--- src/rtl/button_debouncer.sv ---
// Push-button debouncer: two-flop synchronizer followed by a four-state
// FSM that accepts a level change only after DEBOUNCE_CYCLES consecutive
// equal synchronized samples. All outputs come straight from registers.
//
// state     | meaning
// ----------+-----------------------------------------------------------
// STABLE_LO | accepted level is 0, counter held at 0
// WAIT_HI   | sync2 went high, counting consecutive high samples
// STABLE_HI | accepted level is 1, counter held at 0
// WAIT_LO   | sync2 went low, counting consecutive low samples
module button_debouncer #(
    parameter int DEBOUNCE_CYCLES = 4,
    parameter int CNT_WIDTH       = 20
) (
    input  logic       clk,
    input  logic       reset,
    input  logic       btn_raw,
    output logic       btn_level,
    output logic       btn_rise,
    output logic       btn_fall,
    output logic [7:0] press_count
);

    typedef enum logic [1:0] {
        STABLE_LO = 2'd0,
        WAIT_HI   = 2'd1,
        STABLE_HI = 2'd2,
        WAIT_LO   = 2'd3
    } state_t;

    // The WAIT states are entered already holding the first sample, so the
    // last sample needed to accept arrives when the counter reads D-1.
    localparam logic [CNT_WIDTH-1:0] CNT_LAST = CNT_WIDTH'(DEBOUNCE_CYCLES - 1);
    localparam logic [CNT_WIDTH-1:0] CNT_ONE  = CNT_WIDTH'(1);

    logic                 r_sync1;
    logic                 r_sync2;
    state_t               r_state;
    logic [CNT_WIDTH-1:0] r_cnt;
    logic                 r_level;
    logic                 r_rise;
    logic                 r_fall;
    logic [7:0]           r_press_cnt;

    state_t               w_state_nxt;
    logic [CNT_WIDTH-1:0] w_cnt_nxt;
    logic                 w_level_nxt;
    logic                 w_rise_nxt;
    logic                 w_fall_nxt;
    logic [7:0]           w_press_nxt;

    // Bring the asynchronous button level into the clk domain.
    always_ff @(posedge clk) begin
        if (reset) begin
            r_sync1 <= 1'b0;
            r_sync2 <= 1'b0;
        end else begin
            r_sync1 <= btn_raw;
            r_sync2 <= r_sync1;
        end
    end

    // FSM state, counter and registered outputs; reset overrides acceptance.
    always_ff @(posedge clk) begin
        if (reset) begin
            r_state     <= STABLE_LO;
            r_cnt       <= '0;
            r_level     <= 1'b0;
            r_rise      <= 1'b0;
            r_fall      <= 1'b0;
            r_press_cnt <= 8'd0;
        end else begin
            r_state     <= w_state_nxt;
            r_cnt       <= w_cnt_nxt;
            r_level     <= w_level_nxt;
            r_rise      <= w_rise_nxt;
            r_fall      <= w_fall_nxt;
            r_press_cnt <= w_press_nxt;
        end
    end

    // Next-state, counter and output decisions from the synchronized sample.
    always_comb begin
        w_state_nxt = r_state;
        w_cnt_nxt   = r_cnt;
        w_level_nxt = r_level;
        w_rise_nxt  = 1'b0;
        w_fall_nxt  = 1'b0;
        w_press_nxt = r_press_cnt;

        case (r_state)
            STABLE_LO: begin
                if (r_sync2) begin
                    w_state_nxt = WAIT_HI;
                    w_cnt_nxt   = CNT_ONE;
                end else begin
                    w_cnt_nxt   = '0;
                end
            end
            WAIT_HI: begin
                if (!r_sync2) begin
                    w_state_nxt = STABLE_LO;
                    w_cnt_nxt   = '0;
                end else if (r_cnt >= CNT_LAST) begin
                    w_state_nxt = STABLE_HI;
                    w_cnt_nxt   = '0;
                    w_level_nxt = 1'b1;
                    w_rise_nxt  = 1'b1;
                    w_press_nxt = r_press_cnt + 8'd1;
                end else begin
                    w_cnt_nxt   = r_cnt + CNT_ONE;
                end
            end
            STABLE_HI: begin
                if (!r_sync2) begin
                    w_state_nxt = WAIT_LO;
                    w_cnt_nxt   = CNT_ONE;
                end else begin
                    w_cnt_nxt   = '0;
                end
            end
            WAIT_LO: begin
                if (r_sync2) begin
                    w_state_nxt = STABLE_HI;
                    w_cnt_nxt   = '0;
                end else if (r_cnt >= CNT_LAST) begin
                    w_state_nxt = STABLE_LO;
                    w_cnt_nxt   = '0;
                    w_level_nxt = 1'b0;
                    w_fall_nxt  = 1'b1;
                end else begin
                    w_cnt_nxt   = r_cnt + CNT_ONE;
                end
            end
            default: begin
                w_state_nxt = STABLE_LO;
                w_cnt_nxt   = '0;
            end
        endcase
    end

    assign btn_level   = r_level;
    assign btn_rise    = r_rise;
    assign btn_fall    = r_fall;
    assign press_count = r_press_cnt;

endmodule
--- config.mk ---
export PLATFORM = sky130hd
export DESIGN_NAME = button_debouncer
export DESIGN_NICKNAME = d
export VERILOG_FILES = /design/src/rtl/button_debouncer.sv
export SDC_FILE = /design/constraint.sdc
export NUM_CORES = 1
export LEC_CHECK = 0
export CAP_MARGIN = 30
export CORE_MARGIN = 2
export CORE_UTILIZATION = 53
export CTS_BUF_LIST = sky130_fd_sc_hd__clkbuf_8 sky130_fd_sc_hd__clkbuf_16
export DETAILED_ROUTE_END_ITERATION = 16
export HOLD_SLACK_MARGIN = 0.12
export PLACE_DENSITY = 0.76
export SYNTH_ARGS = -nofsm -noshare
export SYNTH_HDL_FRONTEND = slang
export SYNTH_SLANG_ARGS = --single-unit
--- constraint.sdc ---
create_clock -name clk -period 1.94 [get_ports clk]
set_input_delay 0.194 -clock clk [delete_from_list [all_inputs] [get_ports clk]]
set_output_delay 0.194 -clock clk [all_outputs]
set_load 0.01 [all_outputs]
-- Word level (Yosys, flattened, before mapping)
Index checks and enable logic that the tools add are counted.
- word-level logic and storage cells: 51
- bits in registers: 35
- bitwise gates (word level): 3
- $add $sub $neg: 2
- eq/ne operators: 11
- reduce and logical (&&, ||, !) cells: 7
- order comparisons: 1
- mux-type cells: 19
- operators with widths (cell ; number):
    $pmux W20 S4 ; 1
    $mux W20 ; 3
    $add A20 B1 Y20 const B ; 1
    $ge A20 B2 Y1 const B ; 1
    $mux W2 ; 6
    $ne A2 B2 Y1 const B ; 6
    $add A8 B1 Y8 const B ; 1
    $pmux W2 S4 ; 1
    $mux W1 ; 7
    $ne A3 B3 Y1 const B ; 2
    $reduce_or A3 Y1 ; 2
    $reduce_and A5 Y1 ; 1
    $eq A2 B2 Y1 const B ; 2
    $reduce_and A4 Y1 ; 1
    $not A1 Y1 ; 3
    $reduce_and A3 Y1 ; 1
    $eq A2 B1 Y1 const B ; 1
    $logic_not A2 Y1 ; 1
    $pmux W1 S2 ; 1
    $reduce_bool A2 Y1 ; 1

-- Depth between registers and ports, before layout
Gate-level depths: netlist of run 1.
- word-level depth: 4
- mapped depth: 6
- depth with buffers taken out: 5

-- Worst setup path before layout of run 1
Ideal clock, no wire load.
- path kind: reg2reg
- start point: register r_cnt[0]
- end point: register r_press_cnt[4], in the netlist press_count[4]
- library setup time: 121 ps
- data arrival time: 1461 ps
- cell stages (with the launch flop): 7
- setup slack: 358 ps
- period minus slack after synthesis: 1582 ps
- cell sequence: dfxtp_1 ha_1 nor4_1 and4_4 buf_12 a211oi_2 mux2_4
- cells in the longest elaborated chain, start to end: 2
- ends and longest elaborated chain (what ; RTL line ; RTL):
    start: declaration ; 39 ; logic [CNT_WIDTH-1:0] r_cnt;
    start signal: assignment ; 74 ; r_cnt <= w_cnt_nxt;
    $ge A20 B2 Y1 ; 104 ; end else if (r_cnt >= CNT_LAST) begin
    $reduce_and A3 Y1 (no line) ; -- ;
    end signal: assignment ; 78 ; r_press_cnt <= w_press_nxt;
    end: declaration ; 43 ; logic [7:0] r_press_cnt;
No other way between the ends.
A chain may end at the register's enable or synchronous reset.

-- Worst setup path in the final report of run 1
- start point: register r_cnt[0]
- end point: register r_press_cnt[0], in the netlist press_count[0]
Same word-level chain as after synthesis.

==> results of run 1 <==
[power breakdown]
group	switching (mW)	internal, mW
clock network	0.244	0.318
registers	0.00960	0.743
logic	0.0215	0.0139
total	0.275	1.07
[area by class of cell]
type                       instances  area [um^2]  area share, %
clock buffer                       7         96.3           6.13
clock inverter                     1         3.75          0.239
inverter                           3         11.3          0.717
multi-input combinational         86          579           36.9
sequential                        35          701           44.6
tap                               28         35.0           2.23
timing repair buffer              15          145           9.24
[cell families (layout without fill, tap and decap cells)]
group,after synthesis,in the layout
xor gates and xnor gates,1,1
DFF,35,35
AOI/OAI and AO/OA,11,11
and+or+nand+nor,45,45
adders and majority gates,2,2
buffers and inverters,6,26
muxes,9,9
other,1,18
[cell usage after synthesis, drive strengths merged]
cell / instances
and4: 2
xor2: 1
nand2: 11
a311oi: 1
nand3b: 1
nor3: 2
nor4: 4
dfxtp: 35
nor2b: 9
nand4b: 1
nor3b: 1
a211oi: 3
and2: 2
mux2: 7
clkbuf: 1
ha: 2
mux2i: 2
and3: 1
nand4: 2
buf: 2
inv: 3
and4b: 1
a21boi: 1
nor2: 8
conb: 1
a21oi: 5
a211o: 1
[flip-flops by register name, indices dropped and copies added, names as in the netlist, named ones only]
name and cells:
btn_rise 1, r_cnt 20, r_state 1, r_sync1 1
press_count 8, r_sync2 1, btn_fall 1, btn_level 1
[final timing paths]
path	endpoint	slack, ns	cells after the start
max reg2reg	press_count[0]	0.26	5
min	r_sync2	0.45	1
min reg2reg	r_sync2	0.45	1
max	press_count[0]	0.26	5
[metal layers]
metal  vias to the layer above  track usage (%)  share of wire, %
li1                        432                -                 -
met3                         6             8.57               3.5
met4                         0             12.8               3.1
met2                        10             30.8                49
met1                       390             20.0                44
met5                         -                0                 0
[placed cells by master (no fill, tap or decap), types with 2 or more instances in the layout]
| cell | count |
|---|---|
| a211oi_2 | 3 |
| a21oi_2 | 4 |
| and2_1 | 2 |
| buf_4 | 2 |
| clkbuf_8 | 7 |
| clkdlybuf4s50_1 | 13 |
| conb_1 | 18 |
| dfxtp_1 | 35 |
| ha_1 | 2 |
| inv_1 | 4 |
| mux2_4 | 6 |
| mux2i_1 | 2 |
| nand2_1 | 11 |
| nand4_1 | 2 |
| nor2_1 | 8 |
| nor2b_1 | 9 |
| nor3_1 | 2 |
| nor4_1 | 3 |
[worst max-delay path: cells and delay by family (launching register included)]
family / cells / cell delay (ns)
adder cells (fa/ha/maj): 1 / 0.18
multiplexers: 1 / 0.32
flip-flops: 1 / 0.31
AO/OA/AOI/OAI: 1 / 0.14
AND/OR/NAND/NOR: 2 / 0.62
[stage by stage]
step / cell area, um^2 / setup slack, ns / cells / hold slack, ns
detailed placement: 1470 / 0.261 / 167 / 0.428
floorplan: 1320 / 0.358 / 127 / 0.322
global route: 1570 / 0.145 / 175 / 0.460
finish: 1570 / 0.262 / 175 / 0.447
CTS: 1570 / 0.252 / 175 / 0.452
global placement: 1470 / 0.302 / 167 / 0.435
==> impl_metrics.json, run 1 <==
{
  "rsz0062_at_grt": "no",
  "r2r-start": "r_cnt[0]",
  "io_pins": 14,
  "root_buffer": "clkbuf_8",
  "ant_nets": 0,
  "grt.overflow.total": 0,
  "hold_viol_final": 0,
  "fin_crit_sh_pct": 86.5,
  "cts_setup_buffers": 0,
  "row_count": 17,
  "synth_warnings": 0,
  "cts_resized": 0,
  "cts_tree": "done",
  "ys_top_cells_by_area": "dfxtp_1, mux2_4, nor2b_1",
  "start_kind": "flip-flop",
  "clockBufferDepth": 2,
  "dp_hpwl_um": 1600,
  "synth-seq-cells": 35,
  "hp-start": "r_sync1",
  "cp_data_arrival_time_ns": 1.85,
  "synth-adder-area-share_pct": 1.99,
  "synth_cell_types": 32,
  "grt_pass1_wl_um": 3530,
  "outcome": "finished clean",
  "maxCapViolCount": 0,
  "setup_violations": 0,
  "final_net_count": 151,
  "antenna_found_initial": 0,
  "synthMuxAreaShare_pct": 9.66,
  "core_area_mm2": 0.00223,
  "die_area_mm2": 0.00278,
  "synthCells": 110,
  "ir_drop_mv": 0.836,
  "leakage_nw": 0.651,
  "p_per_area_mw_per_mm2": 859,
  "ys_seq_area_share_pct": 55.8,
  "avgSynthCellArea_um2": 11.4,
  "fp.dieW_um": 52.7,
  "grt_max_degree": 18,
  "route.detailed.drc": 0,
  "grt_pass1_vias": 834,
  "clkSinkCount": 35,
  "finalPower_mw": 1.35,
  "grt_usage_pct": 19.2,
  "drt_first_pass_iters": 2,
  "worstHoldPathType": "flip-flop to flip-flop",
  "worstPathCellList": "ha_1 -> nor4_1 -> and4_4 -> a211oi_2 -> mux2_1",
  "fin_util_pct": 70.4,
  "areaGrowthSynthToFinish_pct": 25.1,
  "drt-initial-drc-count": 5,
  "synth-simple-area-share_pct": 20.2,
  "timing.fmax_ghz": 0.596,
  "num-fill-cells": 187,
  "setup_tns_ns": 0,
  "synth_top_area_share_pct": 55.8,
  "criticalPathCategory": "flip-flop to flip-flop",
  "clk_pin_slew_ns": 0.07,
  "finClkSkew_ns": 0.00656,
  "synth_area_mm2": 0.00126,
  "yosysTopAreaCell": "dfxtp_1",
  "cp_data_required_time_ns": 2.12,
  "crit_start": "r_cnt[0]",
  "vias": 838,
  "start_util_pct": 56.2,
  "vias_per_cell": 4.79,
  "post_drt_wl_per_cell_um": 12.3,
  "synth_compound_area_share_pct": 8.17,
  "end_kind": "flip-flop",
  "insertion_delay_ns": 0.28,
  "drv_slew": 0,
  "post-route-min-period_ns": 1.68,
  "cts_hold_buf": 0,
  "drive_gt1_share_pct": 16.3,
  "cts.htree.levels": 2,
  "synth_xor_area_share_pct": 0.697,
  "cts_buffers": 5,
  "synth_top_family_by_area": "simple AND/OR/NAND/NOR gates",
  "cpMaxStageDelayCell": "and4_4",
  "crit_fanout": 11,
  "numPortBuffers": 13,
  "fp.dieH_um": 52.7,
  "place_congestion": 0.800,
  "wl_um": 2160,
  "cpPeakStageDelay_ns": 0.37,
  "diodes": 0
}
(Power assumes the default switching activity.)
==> inputs of run 2 (changes only) <==
--- a/config.mk
+++ b/config.mk
@@ -7,11 +7,11 @@
 export LEC_CHECK = 0
 export CAP_MARGIN = 30
 export CORE_MARGIN = 2
-export CORE_UTILIZATION = 53
-export CTS_BUF_LIST = sky130_fd_sc_hd__clkbuf_8 sky130_fd_sc_hd__clkbuf_16
+export CORE_UTILIZATION = 56
+export CTS_BUF_LIST = sky130_fd_sc_hd__clkbuf_8
 export DETAILED_ROUTE_END_ITERATION = 16
 export HOLD_SLACK_MARGIN = 0.12
-export PLACE_DENSITY = 0.76
+export PLACE_DENSITY = 0.79
 export SYNTH_ARGS = -nofsm -noshare
 export SYNTH_HDL_FRONTEND = slang
 export SYNTH_SLANG_ARGS = --single-unit
==> impl_metrics.json, run 2 (synthesis gave the netlist of run 1 again) <==
{
  "outcome": "finished clean",
  "diodes": 0,
  "fin_area_mm2": 0.00158,
  "clockBufferDepth": 2,
  "cp_data_arrival_time_ns": 1.85,
  "drt-initial-drc-count": 8,
  "timing.fmax_ghz": 0.597,
  "drv_slew": 0,
  "leakage_nw": 0.645,
  "num-fill-cells": 183,
  "post_drt_wl_per_cell_um": 11.5,
  "dp_hpwl_um": 1390,
  "root_buffer": "clkbuf_8",
  "fin_crit_sh_pct": 86.4,
  "multi_input_area_um2": 579,
  "end_kind": "flip-flop",
  "cp_data_required_time_ns": 2.11,
  "largest_reg_flops": 20,
  "dpl.cell_count": 167,
  "ir_drop_mv": 0.807,
  "placed_cell_area_mm2": 0.00147,
  "mostFrequentLayoutCells": "dfxtp_1, conb_1, clkdlybuf4s50_1, nand2_1, nor2b_1",
  "maxCapViolCount": 0,
  "start_util_pct": 57.9,
  "met2_usage_pct": 26.9,
  "wl_um": 2010,
  "grt_usage_pct": 18.7,
  "setup_tns_ns": 0,
  "io_pins": 14,
  "row_count": 17,
  "met3_usage_pct": 9.94,
  "setup_violations": 0,
  "drive_gt1_share_pct": 16.4,
  "route.detailed.drc": 0,
  "clkSinkCount": 35,
  "place_congestion": 0.772,
  "cts.htree.levels": 2,
  "register_area_um2": 701,
  "clk_pin_slew_ns": 0.06,
  "worstHoldPathType": "flip-flop to flip-flop",
  "finClkSkew_ns": 0.00173,
  "criticalPathCategory": "flip-flop to flip-flop",
  "cpPeakStageDelay_ns": 0.37,
  "ant_nets": 0,
  "rsz0062_at_grt": "no",
  "cpMaxStageDelayCell": "and4_4",
  "start_kind": "flip-flop",
  "vias": 831,
  "grt_use_met1_pct": 22.2,
  "final_common_cell": "dfxtp_1",
  "p_per_area_mw_per_mm2": 891,
  "busiest_layer": "met2",
  "hold_viol_final": 0,
  "core_area_mm2": 0.00217,
  "grt_pass1_wl_um": 3450,
  "grt_pass1_vias": 779,
  "numPortBuffers": 13,
  "final_net_count": 151,
  "fp.dieH_um": 51.4,
  "final_cells": 174,
  "cts_resized": 0,
  "regMostFlops": "r_cnt",
  "fin_util_pct": 72.7,
  "cts_setup_buffers": 0,
  "fp.dieW_um": 51.4,
  "antenna_found_initial": 0,
  "areaGrowthSynthToFinish_pct": 25.6,
  "cts_buffers": 5,
  "crit_fanout": 11,
  "cts_tree": "done",
  "grt_max_degree": 18,
  "vias_per_cell": 4.78,
  "die_area_mm2": 0.00264,
  "finalPower_mw": 1.41,
  "worstPathCellList": "ha_1 -> nor4_1 -> and4_4 -> a211oi_2 -> mux2_1",
  "drt_first_pass_iters": 4,
  "post-route-min-period_ns": 1.68,
  "cts_hold_buf": 0,
  "insertion_delay_ns": 0.28,
  "grt.overflow.total": 0
}
run 2: stage by stage:
step	setup slack, ns	hold slack [ns]
finish	0.264	0.454
global route	0.164	0.476
CTS	0.255	0.454
detailed placement	0.263	0.448
global placement	0.300	0.418
floorplan	0.358	0.322
run 2: area by class of cell:
cell class | instances | area share (%)
clock buffer | 5 | 4.36
timing repair buffer | 15 | 9.20
clock inverter | 2 | 2.38
multi-input combinational | 86 | 36.7
sequential | 35 | 44.4
inverter | 3 | 0.714
tap | 28 | 2.22
run 2: final timing paths:
path	depth (start not counted)	startpoint	slack, ns	to
hold / removal	1	r_sync1	0.45	r_sync2
hold reg to reg	1	r_sync1	0.45	r_sync2
setup / recovery	5	r_cnt[0]	0.26	press_count[0]
setup reg to reg	5	r_cnt[0]	0.26	press_count[0]
run 2: power by group:
part           switching, mW  internal (mW)  total (mW)
clock                  0.244          0.375       0.619
sequential           0.00967          0.743       0.752
combinational         0.0211         0.0139      0.0350
total                  0.275           1.13        1.41
run 2: worst max-delay path: cells and delay by family (launching register included):
family | cells | cell delay, ns
and+or+nand+nor | 2 | 0.62
muxes | 1 | 0.32
DFF | 1 | 0.31
adders and majority gates | 1 | 0.19
AOI/OAI and AO/OA | 1 | 0.14
run 2: routing by layer:
| metal | wire (um) | vias up |
|---|---|---|
| li1 | - | 430 |
| met1 | 928 | 381 |
| met2 | 960 | 16 |
| met3 | 91 | 4 |
| met4 | 29 | 0 |
| met5 | 0 | - |
==> inputs of run 3 (changes only) <==
--- a/config.mk
+++ b/config.mk
@@ -10,7 +10,6 @@
 export CORE_UTILIZATION = 56
 export CTS_BUF_LIST = sky130_fd_sc_hd__clkbuf_8
 export DETAILED_ROUTE_END_ITERATION = 16
-export HOLD_SLACK_MARGIN = 0.12
 export PLACE_DENSITY = 0.79
 export SYNTH_ARGS = -nofsm -noshare
 export SYNTH_HDL_FRONTEND = slang
==> results of run 3 <==
Final layout, timing and power as in run 2 (identical DEF).
